[config.mk]
export PLATFORM = sky130hd
export DESIGN_NAME = sub32_pipe_112
export DESIGN_NICKNAME = d
export VERILOG_FILES = /design/src/rtl/sub32_pipe_112.sv
export SDC_FILE = /design/constraint.sdc
export NUM_CORES = 1
export LEC_CHECK = 0
export CAP_MARGIN = 20
export CORE_ASPECT_RATIO = 0.7
export CORE_MARGIN = 2
export CORE_UTILIZATION = 28
export DETAILED_ROUTE_END_ITERATION = 7
export PLACE_DENSITY = 0.56
export SETUP_SLACK_MARGIN = 0.15
export SYNTH_ARGS = -nofsm -noshare
export SYNTH_HDL_FRONTEND = slang
export SYNTH_SLANG_ARGS = --single-unit
[constraint.sdc]
create_clock -name clk -period 4.45 [get_ports clk]
set_input_delay 0.89 -clock clk [delete_from_list [all_inputs] [get_ports clk]]
set_output_delay 0.89 -clock clk [all_outputs]
set_load 0.01 [all_outputs]
[src/rtl/sub32_pipe_112.sv]
// sub32_pipe_112: two-stage pipelined subtractor computing S = A + ~B + c0.
// Stage 1 resolves the low half and registers its carry (c16).
// Stage 2 resolves the high half using that registered carry.
// Both sides use a valid/ready handshake, so the pipe can absorb backpressure.
// Optional macro SUB32_FLAGS_EN adds registered ZERO/OV/LTU/LTS flag outputs.
// Operands and result are indexed [WIDTH:1]; WIDTH must be even.

module sub32_pipe_112 #(
  parameter int WIDTH = 32
) (
  input  logic             clk,
  input  logic             rst_n,
  input  logic [WIDTH:1]   A,
  input  logic [WIDTH:1]   B,
  input  logic             c0,
  input  logic             in_valid,
  output logic             in_ready,
  output logic [WIDTH:1]   S,
  output logic             C32,
  output logic             out_valid,
  input  logic             out_ready
`ifdef SUB32_FLAGS_EN
  ,
  output logic             ZERO,
  output logic             OV,
  output logic             LTU,
  output logic             LTS
`endif
);

  localparam int H = WIDTH / 2;

  // The datapath is split into two equal halves, so an odd width cannot be built.
  if ((WIDTH % 2) != 0) begin : gOddWidth
    $error("sub32_pipe_112: WIDTH must be even");
  end

  // Stage 1 registers: low-half result, its carry, and the prepared high-half operands.
  logic [H-1:0]   lo_q,      lo_d;
  logic           c16_q,     c16_d;
  logic [H-1:0]   aHi_q,     aHi_d;
  logic [H-1:0]   bHiN_q,    bHiN_d;
  logic           s1Valid_q, s1Valid_d;

  // Stage 2 registers: full difference, carry out and output valid.
  logic [WIDTH-1:0] s_q,        s_d;
  logic             c32_q,      c32_d;
  logic             outValid_q, outValid_d;

`ifdef SUB32_FLAGS_EN
  logic zero_q, zero_d;
  logic ov_q,   ov_d;
  logic ltu_q,  ltu_d;
  logic lts_q,  lts_d;
`endif

  // Handshake terms shared by both stages.
  logic accept;
  logic advance;
  logic [H:0] loSum;
  logic [H:0] hiSum;
  logic [WIDTH-1:0] fullDiff;

  // Stage 1 can take a new operand whenever it is empty or is about to drain.
  assign in_ready = ~s1Valid_q | ~outValid_q | out_ready;
  assign accept   = in_valid & in_ready;
  assign advance  = s1Valid_q & (~outValid_q | out_ready);

  // Low-half sum, extended by one bit so its carry-out falls out of the MSB.
  assign loSum = {1'b0, A[H:1]} + {1'b0, ~B[H:1]} + {{H{1'b0}}, c0};

  // High-half sum, consuming the carry registered by stage 1.
  assign hiSum = {1'b0, aHi_q} + {1'b0, bHiN_q} + {{H{1'b0}}, c16_q};

  assign fullDiff = {hiSum[H-1:0], lo_q};

  // Stage 1 next state: load on accept, otherwise empty out when stage 2 takes the entry.
  always_comb begin
    lo_d      = lo_q;
    c16_d     = c16_q;
    aHi_d     = aHi_q;
    bHiN_d    = bHiN_q;
    s1Valid_d = s1Valid_q;
    if (accept) begin
      lo_d      = loSum[H-1:0];
      c16_d     = loSum[H];
      aHi_d     = A[WIDTH:H+1];
      bHiN_d    = ~B[WIDTH:H+1];
      s1Valid_d = 1'b1;
    end else if (advance) begin
      s1Valid_d = 1'b0;
    end
  end

  // Stage 2 next state: capture on advance, drop valid only when consumed with nothing behind it.
  always_comb begin
    s_d        = s_q;
    c32_d      = c32_q;
    outValid_d = outValid_q;
    if (advance) begin
      s_d        = fullDiff;
      c32_d      = hiSum[H];
      outValid_d = 1'b1;
    end else if (out_ready) begin
      outValid_d = 1'b0;
    end
  end

`ifdef SUB32_FLAGS_EN
  // Flags are computed from the stage 2 result and captured together with S.
  logic aTop;
  logic bTop;
  logic sTop;
  logic ovNow;

  assign aTop  = aHi_q[H-1];
  assign bTop  = ~bHiN_q[H-1];
  assign sTop  = hiSum[H-1];
  assign ovNow = (aTop ^ bTop) & (sTop ^ aTop);

  // Flag next state follows the same advance condition as the result.
  always_comb begin
    zero_d = zero_q;
    ov_d   = ov_q;
    ltu_d  = ltu_q;
    lts_d  = lts_q;
    if (advance) begin
      zero_d = (fullDiff == '0);
      ov_d   = ovNow;
      ltu_d  = ~hiSum[H];
      lts_d  = sTop ^ ovNow;
    end
  end

  // Flag registers; cleared immediately on reset.
  always_ff @(posedge clk or negedge rst_n) begin
    if (!rst_n) begin
      zero_q <= 1'b0;
      ov_q   <= 1'b0;
      ltu_q  <= 1'b0;
      lts_q  <= 1'b0;
    end else begin
      zero_q <= zero_d;
      ov_q   <= ov_d;
      ltu_q  <= ltu_d;
      lts_q  <= lts_d;
    end
  end

  assign ZERO = zero_q;
  assign OV   = ov_q;
  assign LTU  = ltu_q;
  assign LTS  = lts_q;
`endif

  // Stage 1 registers; reset discards any in-flight operand.
  always_ff @(posedge clk or negedge rst_n) begin
    if (!rst_n) begin
      lo_q      <= '0;
      c16_q     <= 1'b0;
      aHi_q     <= '0;
      bHiN_q    <= '0;
      s1Valid_q <= 1'b0;
    end else begin
      lo_q      <= lo_d;
      c16_q     <= c16_d;
      aHi_q     <= aHi_d;
      bHiN_q    <= bHiN_d;
      s1Valid_q <= s1Valid_d;
    end
  end

  // Stage 2 registers; reset clears the visible result immediately.
  always_ff @(posedge clk or negedge rst_n) begin
    if (!rst_n) begin
      s_q        <= '0;
      c32_q      <= 1'b0;
      outValid_q <= 1'b0;
    end else begin
      s_q        <= s_d;
      c32_q      <= c32_d;
      outValid_q <= outValid_d;
    end
  end

  assign S         = s_q;
  assign C32       = c32_q;
  assign out_valid = outValid_q;

endmodule
==> run metrics <==
status finished clean; fmax 327 MHz; Critical Path Start Type input port; Leak 2.92 nW; Crit Path Max Fanout 4; TritonCTS Buffers 9; Peak VDD IR 0.000185 V; Synth async-reset ratio 100%; Die ar. 18700 sq um; pre-CTS WS 1.04 ns; wire per inst 15.8 um; Post-Syn Instances 567; Slew @ Worst Pin 0.960 ns; IO buf count 103; post-CTS sizing 0; pin count of the biggest net entering global routing 59; post-synthesis sequential element count 84; critical path's slowest cell clkdlybuf4s50_1; Max-cap violations 0; RD Place Congestion 0.855; clk sink count 84; share of cells above drive strength 1 4.97%; CP Capture Type output port; Critical Path Most Common Cell clkdlybuf4s50_1; terminus of the critical flop-to-flop path S[29]; power per cell area 432 nW/um^2; first drt pass iteration count 5; antenna-violating nets left 0; sequential share of power 37.7%; # DRC 0; power consumption 2.80 mW; worst path required time 3.56 ns; syn_nets 670; Final Setup Violations 0; CP Buf/Inv Count 2; synth cell count leaders nand2_1 (158), dfrtp_1 (84), o21ai_0 (42); Comb pwr share 34.3%; Max stage delay on crit path 0.58 ns; dominant cell type by area after synthesis dfrtp_1; Antenna diodes 0; Clock transition at path regs 0.06 ns; Longest Clk Path Bufs 2; mapped cell area 4930 sq um; P_int 1.85 mW; delay-heaviest family, CP buffers and inverters; Clock Skew 0.0122 ns; critical path type input port to output port; initial antenna violation count 1; Placement Rows 40; Starting DRT DRC Count 283; CTS tree done; syn avg cell area 8.69 sq um; first-pass GRT wire length 22.7 mm; most frequent cell after synthesis nand2_1; Sw Pwr 0.946 mW; setup_tns 0 ns; worst r2r path cells 7; FF-to-FF Start c16_q; YS warnings 0; Primary FF master, synth dfrtp_1; grt ovf 0; crit-path cells clkdlybuf4s50_1 > nand3b_1 > clkdlybuf4s50_1; Synth-to-Final Area Change 31.3%; period utilisation layout 68.7%; Data arrival, critical path 2.17 ns; H-tree Lvls 3; top post-synthesis cells by area dfrtp_1 (43%), nand2_1 (12%), ha_1 (7.6%); final net count 762; hold_buf cts 0; routed via count 4384; post-route minimum period 3.06 ns; filler cell count 1758; Starting Density 28.6%; via/cell ratio 4.90; Hold Path Class register to register; Worst Hold Path EP S[12]; clock power share 28.0%; Total Wirelength 14.1 mm; setup slack, reg-to-reg 1.59 ns; sequential area share after synthesis 42.7%; vias in the first global route 4323; Post-synth EDFFs 0; final-report hold violation count 0; final count of pins violating max slew 0; post-DP HPWL 10.9 mm; post-synthesis cell type count 59; worst skew pair latency 0.35 ns; Post-CTS Setup Bufs 0; Core Footprint 17200 sq um; Clock Tree Root clkbuf_16; Yosys top cell area share 42.7%; worst setup margin 1.39 ns; RSZ-0062 raised after global routing no; hold depth 2; Die Wd 163 um; Die H 115 um; Slew HR 35.8%; Sw Ratio 33.8%; min-delay src lo_q[11]; Ports 104; GRT Total Usage 15.7%
per-stage QoR:
step                      instance area (sq um)  cells  util [%]  hold slack [ns]
after floorplan                            4930    567         -            0.439
after global placement                     6160    879      35.8            0.451
after detailed placement                   6160    879      35.8            0.458
after CTS                                  6470    895      37.6            0.479
after global routing                       6470    895      37.6            0.498
final                                      6470    895      37.6            0.471
how the worst max path moves through the flow:
stage / from / slack (ns) / cells past startpoint / endpoint
2_1_floorplan: A[1] / 1.71 / 8 / lo_q[14]
4_1_cts: out_ready / 1.36 / 3 / in_ready
5_1_grt: A[1] / 1.31 / 9 / lo_q[14]
3_5_place_dp: A[1] / 1.04 / 9 / lo_q[14]
3_3_place_gp: A[1] / 1.11 / 9 / lo_q[14]
6_report: out_ready / 1.39 / 3 / in_ready
worst reg2reg max path, cell delays in order (launching register included):
cell      delay, ns
dfrtp_1        0.42
fa_1           0.47
fa_1           0.45
a211oi_1       0.44
o21ai_0        0.33
a21boi_2       0.27
mux2i_1        0.10
a311o_1        0.27
cells in the final DEF, fill, tap and decap left out, drive strengths merged, types with 7 or more instances in the layout:
cell / n
nand2: 158
clkdlybuf4s50: 102
dfrtp: 84
o21ai: 42
ha: 30
inv: 24
nor2: 19
nand3: 18
a21oi: 18
o21a: 17
nor3: 11
a21o: 10
o31ai: 10
clkbuf: 9
a211oi: 9
nand4: 8
buf: 8
xor2: 7
state kept, by name (all words and copies together) (netlist names):
name / cells
c16_q: 1
S: 32
s1Valid_q: 1
lo_q: 16
C32: 1
aHi_q: 16
out_valid: 1
bHiN_q: 16
cell families after synthesis:
kind of cell    after synthesis  share of synthesized area (%)
flops                        84                           42.7
buf+inv                      51                           4.57
simple gates                244                           21.7
mux                           1                          0.203
xor+xnor                     11                           1.95
compound gates              142                           19.7
fa+ha+maj                    34                           9.24
final cells by class:
type / count / area [sq um] / area share (%)
repair buffers: 110 / 1080 / 16.7
inverters: 22 / 82.6 / 1.28
multi-input cells: 432 / 2600 / 40.3
flip-flops and latches: 84 / 2100 / 32.5
clock buffers: 9 / 225 / 3.48
clock inverters: 7 / 85.1 / 1.32
well taps: 231 / 289 / 4.47
power groups by stage:
stage | logic (mW) | clock network [mW] | registers (mW)
after floorplan | 0.508 | 0 | 1.08
after global placement | 0.951 | 0 | 1.07
after detailed placement | 0.962 | 0 | 1.07
after CTS | 0.967 | 0.806 | 1.06
after global routing | 1.06 | 0.839 | 1.08
final | 0.960 | 0.783 | 1.05
layer usage:
| metal | track usage [%] | vias to the layer above | wire [um] |
|---|---|---|---|
| met3 | 4.94 | 10 | 948 |
| li1 | - | 2172 | - |
| met5 | 0 | - | 0 |
| met2 | 23.3 | 118 | 5950 |
| met4 | 3.54 | 0 | 127 |
| met1 | 22.6 | 2084 | 7110 |
(Power assumes the default switching activity.)
